`config.mk`:
```
export PLATFORM = sky130hd
export DESIGN_NAME = lcd_timing_gen
export DESIGN_NICKNAME = d
export VERILOG_FILES = /design/src/rtl/lcd_timing_gen.sv
export SDC_FILE = /design/constraint.sdc
export NUM_CORES = 1
export LEC_CHECK = 0
export BUFFER_PORTS_ARGS = -buffer_cell sky130_fd_sc_hd__buf_2
export CAP_MARGIN = 20
export CORE_MARGIN = 8
export CORE_UTILIZATION = 34
export DETAILED_ROUTE_END_ITERATION = 16
export MAX_ROUTING_LAYER = met4
export PLACE_DENSITY_LB_ADDON = 0.1
export SLEW_MARGIN = 20
export SYNTH_ARGS = -nofsm -noshare
export SYNTH_HDL_FRONTEND = slang
export SYNTH_SLANG_ARGS = --single-unit
```
`constraint.sdc`:
```
create_clock -name clk -period 5.6 [get_ports clk]
set_clock_uncertainty 0.15 [all_clocks]
set_input_delay 1.12 -clock clk [delete_from_list [all_inputs] [get_ports clk]]
set_output_delay 1.12 -clock clk [all_outputs]
set_load 0.005 [all_outputs]
```
`src/rtl/lcd_timing_gen.sv`:
```
// LCD timing generator: parametrised DE/HSYNC/VSYNC raster with a show-ahead pixel-queue reader,
// frame-marker realignment, underflow blanking and a colour-bar test pattern.
module lcd_timing_gen #(
   parameter int H_ACTIVE  = 480,
   parameter int H_FP      = 8,
   parameter int H_SYNC    = 4,
   parameter int H_BP      = 43,
   parameter int V_ACTIVE  = 272,
   parameter int V_FP      = 8,
   parameter int V_SYNC    = 4,
   parameter int V_BP      = 12,
   parameter bit HSYNC_POL = 1'b0,
   parameter bit VSYNC_POL = 1'b0,
   parameter int CNT_W     = 11
) (
   input  logic        clk,
   input  logic        reset_n,
   input  logic        pattern_en,
   input  logic        clear_status,
   input  logic [16:0] queue_data,
   input  logic        queue_empty,
   output logic        queue_rd_en,
   output logic        LCD_DE,
   output logic        LCD_HSYNC,
   output logic        LCD_VSYNC,
   output logic [4:0]  LCD_R,
   output logic [5:0]  LCD_G,
   output logic [4:0]  LCD_B,
   output logic        frame_start,
   output logic        underflow,
   output logic        sync_err
);

   // state  | meaning
   // RESYNC | black on active pixels; discard words until the frame marker is at the head
   // RUN    | active pixels pop and display the queue head
   typedef enum logic {ST_RESYNC, ST_RUN} state_t;

   localparam int H_TOTAL = H_ACTIVE + H_FP + H_SYNC + H_BP;
   localparam int V_TOTAL = V_ACTIVE + V_FP + V_SYNC + V_BP;
   localparam int BAR_W   = H_ACTIVE / 8;

   state_t           state_q, state_d;
   logic [CNT_W-1:0] h_cnt, v_cnt, bar_px;
   logic [2:0]       bar_idx;
   logic             pat_q;

   logic             h_last, v_last, at_origin, active, hs_act, vs_act;
   logic             pat_mode, marker, run_now, pop, set_uf, set_se;
   logic [15:0]      pix, bar_color;

   assign h_last    = (h_cnt == CNT_W'(H_TOTAL - 1));
   assign v_last    = (v_cnt == CNT_W'(V_TOTAL - 1));
   assign at_origin = (h_cnt == '0) && (v_cnt == '0);
   assign active    = (h_cnt < CNT_W'(H_ACTIVE)) && (v_cnt < CNT_W'(V_ACTIVE));
   assign hs_act    = (h_cnt >= CNT_W'(H_ACTIVE + H_FP)) && (h_cnt < CNT_W'(H_ACTIVE + H_FP + H_SYNC));
   assign vs_act    = (v_cnt >= CNT_W'(V_ACTIVE + V_FP)) && (v_cnt < CNT_W'(V_ACTIVE + V_FP + V_SYNC));
   // The origin pixel already belongs to the frame whose mode is being latched.
   assign pat_mode  = at_origin ? pattern_en : pat_q;
   assign marker    = queue_data[16];

   always_comb begin
      bar_color = 16'h0000;
      case (bar_idx)
         3'd0: bar_color = 16'hFFFF;
         3'd1: bar_color = 16'hFFE0;
         3'd2: bar_color = 16'h07FF;
         3'd3: bar_color = 16'h07E0;
         3'd4: bar_color = 16'hF81F;
         3'd5: bar_color = 16'hF800;
         3'd6: bar_color = 16'h001F;
         default: bar_color = 16'h0000;
      endcase
   end

   always_comb begin
      state_d = state_q;
      pop     = 1'b0;
      pix     = 16'h0000;
      set_uf  = 1'b0;
      set_se  = 1'b0;
      run_now = 1'b0;
      if (pat_mode) begin
         state_d = ST_RESYNC;
         pop     = !queue_empty && !marker;
         pix     = bar_color;
      end else begin
         run_now = (state_q == ST_RUN) || (at_origin && !queue_empty && marker);
         if (!run_now) begin
            pop = !queue_empty && !marker;
         end else begin
            state_d = ST_RUN;
            if (active) begin
               if (queue_empty) begin
                  set_uf = 1'b1;
               end else if (marker != at_origin) begin
                  set_se  = 1'b1;
                  state_d = ST_RESYNC;
               end else begin
                  pix = queue_data[15:0];
                  pop = 1'b1;
               end
            end
         end
      end
   end

   // Gated so the FIFO sees no pop while the block is held in reset.
   assign queue_rd_en = pop & reset_n;

   always_ff @(posedge clk or negedge reset_n) begin
      if (!reset_n) begin
         h_cnt       <= '0;
         v_cnt       <= '0;
         bar_px      <= '0;
         bar_idx     <= '0;
         pat_q       <= 1'b0;
         state_q     <= ST_RESYNC;
         underflow   <= 1'b0;
         sync_err    <= 1'b0;
         LCD_DE      <= 1'b0;
         LCD_HSYNC   <= ~HSYNC_POL;
         LCD_VSYNC   <= ~VSYNC_POL;
         LCD_R       <= '0;
         LCD_G       <= '0;
         LCD_B       <= '0;
         frame_start <= 1'b0;
      end else begin
         if (h_last) begin
            h_cnt <= '0;
            v_cnt <= v_last ? '0 : v_cnt + 1'b1;
         end else begin
            h_cnt <= h_cnt + 1'b1;
         end
         if (h_last) begin
            bar_px  <= '0;
            bar_idx <= '0;
         end else if (bar_px == CNT_W'(BAR_W - 1)) begin
            bar_px  <= '0;
            bar_idx <= bar_idx + 1'b1;
         end else begin
            bar_px <= bar_px + 1'b1;
         end
         if (at_origin) pat_q <= pattern_en;
         state_q     <= state_d;
         underflow   <= set_uf | (underflow & ~clear_status);
         sync_err    <= set_se | (sync_err & ~clear_status);
         LCD_DE      <= active;
         LCD_HSYNC   <= hs_act ? HSYNC_POL : ~HSYNC_POL;
         LCD_VSYNC   <= vs_act ? VSYNC_POL : ~VSYNC_POL;
         {LCD_R, LCD_G, LCD_B} <= active ? pix : 16'h0000;
         frame_start <= at_origin;
      end
   end

endmodule

```
# == Word-level counts from Yosys, hierarchy flattened ==
# Cells that the tools add are included.
# word_totals
register_bits,60
in_bits,22
word_cells,89
# op_classes
n_addsub,4
n_lt_le_gt_ge,6
n_eq_ne,10
n_mux,33
bitwise,6
n_reduce_logical,15
# op_table
op,count
case mux 16 bit (7 select lines),1
two-way mux 16 bit,5
< comparator 11 x 9 -> 1 bit (second input constant),4
two-way mux 11 bit,4
adder 11 x 1 -> 11 bit (second input constant),3
greater-or-equal comparator 11 x 9 -> 1 bit (second input constant),2
zero test 11 bit,2
two-way mux 1 bit,21
equality test 11 x 10 -> 1 bit (second input constant),1
equality test 11 x 6 -> 1 bit (second input constant),1
equality test 11 x 9 -> 1 bit (second input constant),1
equality test 3 bit (second input constant),3
logical AND 1 bit,7
equality test 3 x 2 -> 1 bit (second input constant),2
two-way mux 3 bit,2
nonzero test 2 bit,2
adder 3 x 1 -> 3 bit (second input constant),1
AND 1 bit,3
equality test 3 x 1 -> 1 bit (second input constant),1
zero test 3 bit,1
zero test 1 bit,2
OR 1 bit,2
logical OR 1 bit,1
!= test 1 bit,1
NOT 1 bit,1

# == Longest topological paths before layout ==
# logic_depth
depth_word,9
ltp_mapped,10
depth_no_buf,7

# == Least setup slack after synthesis ==
# No wires, ideal clock.
# synth_timing
kind,flip-flop to output port
start,register h_cnt[5]
end,output queue_rd_en
t_arrival_ns,1.926
setup_slack_ns,2.404
stages_incl_launch_ff,7
path_buffers,1
cell_sequence,dfrtp_1 > or4_4 > and4bb_2 > nand2_1 > buf_2 > a21oi_1 > o2bb2ai_1
# synth_via
elab_chain_cells,9
# synth_rtl
element,line_no,rtl
"start, declared",44,"logic [CNT_W-1:0] h_cnt, v_cnt, bar_px;"
"start signal, assigned",133,h_cnt <= h_cnt + 1'b1;
branches (longest 7 deep; another with < comparator 11 x 9 -> 1 bit),--,
two-way mux 1 bit (*),83,if (pat_mode) begin
AND 1 bit (*),109,assign queue_rd_en = pop & reset_n;
"end, declared",22,"output logic queue_rd_en,"
# Mark *: on every way between the ends.

# == Worst setup path after layout ==
# Same ends and word-level chain as after synthesis.

==> results.py <==
metrics = {
    "status": {
        "status": "finished clean",
    },
    "placement": {
        "place.gp.congestion": 0.7726,
        "pre_cts_ws_ps": 1622,
        "place_area_mm2": 0.003440,
        "dp_hpwl_mm": 5.370,
        "portBuffers": 44,
    },
    "floorplanning": {
        "core_region_area_mm2": 0.009065,
        "die_x_um": 111.9,
        "fp-row-count": 35,
        "ioPinCount": 45,
        "die_h_um": 111.9,
        "start_util_pct": 34.52,
        "dieArea_mm2": 0.01253,
    },
    "route": {
        "vias": 2612,
        "routed_wl_mm": 7.693,
        "wl_per_cell_um": 15.64,
        "drt_first_pass_iters": 4,
        "avgViaCountPerCell": 5.309,
        "drtIter0Drc": 98,
        "drc": 0,
        "antenna_left": 0,
    },
    "critical_path": {
        "crit_path_max_incr_delay_ps": 780,
        "cp_num_buf_inv": 1,
        "crit_required_ps": 4330,
        "start_kind": "register",
        "critPathSlowestCell": "nand4bb_1",
        "crit_family": "simple AND/OR/NAND/NOR gates",
        "crit_fanout": 20,
        "path_cells": "or4_4, nand4bb_1, nor4_1, a21oi_1, o2bb2ai_1, buf_2",
        "worstPathArrival_ps": 3040,
        "worstSetupPathType": "register to primary output",
        "worstSetupEndpointType": "primary output",
    },
    "sta": {
        "rsz0062_at_grt": "no",
        "final.min_clock_period_ps": 4306,
        "whs_ps": 307.8,
        "max_freq_ghz": 0.2322,
        "worst_slack_ps": 1294,
        "setup-tns-final_ps": 0,
        "slew_viol_final": 0,
        "slew_headroom_pct": 30.09,
        "final-setup-viol-count": 0,
        "worst_pin_slew_ps": 1045,
        "fin_crit_sh_pct": 76.90,
        "hold_viol_final": 0,
    },
    "synthesis": {
        "synth_edf_count": 0,
        "syn-mean-instance-area_um2": 9.313,
        "synth_cells": 336,
        "seq_area_frac_synth_pct": 48.06,
        "ys_ff_latch": 60,
        "yosysWarnings": 0,
        "synth_area_mm2": 0.003129,
        "ys_types": 43,
        "ys.flop_type": "dfrtp_1",
        "syn_nets": 369,
        "ys_async_sr_fraction_pct": 100.0,
    },
    "flow_run": {
        "cap_violations": 0,
    },
    "power_and_ir_drop": {
        "power.density_mw_per_mm2": 234.6,
        "max-vdd-ir-drop_mv": 0.1209,
        "power_leakage_nw": 1.533,
    },
    "cts": {
        "cts.sinks": 60,
        "cts_resized": 0,
        "clock_tree.buffer_depth": 2,
        "htreeDepth": 3,
        "root_buffer": "clkbuf_8",
        "ctsHoldBuffers": 0,
        "post_cts_buffers": 0,
        "cts_tree": "done",
        "clk_latency_ps": 340,
        "cts_made_buffers": 9,
        "clk_pin_slew_ps": 70,
    },
    "finish": {
        "syn_to_final_growth_pct": 15.91,
        "finalNetCount": 409,
        "drive_above_1_share_pct": 18.37,
        "final_common_cell": "dfrtp_1",
        "most-common-layout-cells": "dfrtp_1, buf_2, nand2_1",
        "insertedDiodeCount": 0,
        "stdcell_area_mm2": 0.003627,
        "fin_util_pct": 40.01,
        "fillCellCount": 888,
    },
    "global_routing": {
        "grt_pass1_vias": 2617,
        "grt_max_degree": 56,
        "grt_antenna_before_repair": 0,
        "grt.total_usage_pct": 13.35,
        "grt_pass1_wl_mm": 13.34,
        "overflow": 0,
    },
    "hold_path": {
        "hold_path.class": "register to register",
    },
}
power by group:
part / leakage [nW] / switching [mW] / internal (mW)
clock: 0.0982 / 0.173 / 0.194
sequential: 0.758 / 0.00193 / 0.440
combinational: 0.677 / 0.0275 / 0.0148
metrics by stage:
step / instances / total power [mW]
global route: 492 / 0.8844
CTS: 492 / 0.8653
floorplan: 336 / 0.4623
global placement: 476 / 0.4932
finish: 492 / 0.8508
detailed placement: 476 / 0.4931
path summary, 6_finish.rpt:
path                                     start             endpoint  slack, ps  depth (start not counted)
setup / recovery            h_cnt[5]$_DFF_PN0_          queue_rd_en       1290                          6
hold / removal             bar_px[0]$_DFF_PN0_  bar_px[0]$_DFF_PN0_        310                          1
setup reg to reg            h_cnt[5]$_DFF_PN0_   LCD_R[3]$_DFF_PN0_       2370                          5
hold reg to reg            bar_px[0]$_DFF_PN0_  bar_px[0]$_DFF_PN0_        310                          1
max in group asynchronous              reset_n   LCD_B[4]$_DFF_PN0_       3870                          2
min in group asynchronous              reset_n   LCD_G[3]$_DFF_PN0_        480                          1
worst register-to-register path: cells and delay by family (launching register included):
kind,cells,cell delay [ps]
compound gates,2,1030
flops,1,440
simple gates,3,1450
kinds of logic (layout without fill, tap and decap cells):
logic type	count (synthesis)	after routing	share of synthesized area (%)
buf+inv	31	76	3.838
fa+ha+maj	11	11	4.398
flops	60	60	48.06
simple gates	150	150	24.67
mux	1	1	0.3199
xor+xnor	20	20	5.598
compound gates	63	63	13.11
synth_stat cells, drive strengths merged (5+ instances only):
cell | n | area [um2]
dfrtp | 58 | 1451
nand2 | 37 | 138.9
nor2 | 31 | 116.4
a21oi | 22 | 113.9
nor3 | 18 | 90.09
nand3 | 16 | 80.08
a41oi | 15 | 131.4
clkbuf | 15 | 56.30
inv | 13 | 48.80
o21ai | 12 | 60.06
xnor2 | 12 | 105.1
ha | 11 | 137.6
nand4 | 10 | 62.56
xor2 | 8 | 70.07
nor4 | 6 | 43.79
nor2b | 5 | 31.28
or3 | 5 | 31.28
flip-flops by register name, summed over array words and instances (netlist names):
| signal | count |
|---|---|
| underflow | 1 |
| h_cnt | 11 |
| LCD_HSYNC | 1 |
| LCD_G | 6 |
| sync_err | 1 |
| state_q | 1 |
| frame_start | 1 |
| bar_idx | 3 |
| LCD_R | 5 |
| pat_q | 1 |
| LCD_DE | 1 |
| LCD_B | 5 |
| bar_px | 11 |
| LCD_VSYNC | 1 |
| v_cnt | 11 |
area by class of cell:
class | count | area [um2] | area share, %
inverter | 13 | 48.80 | 1.345
clock inverter | 4 | 22.52 | 0.6209
multi-input combinational | 245 | 1505 | 41.50
sequential | 60 | 1504 | 41.46
clock buffer | 12 | 165.2 | 4.553
timing repair buffer | 47 | 242.7 | 6.692
tap | 111 | 138.9 | 3.829
routing by layer:
metal  vias up  share of wire (%)  track usage [%]
li1       1289                  -                -
met1      1261                 49            17.03
met2        51                 46            20.03
met3        11                4.0            3.247
met4         0                1.4            5.126
met5         -                  0                -
No activity file was read; power rests on OpenSTA's default activity.
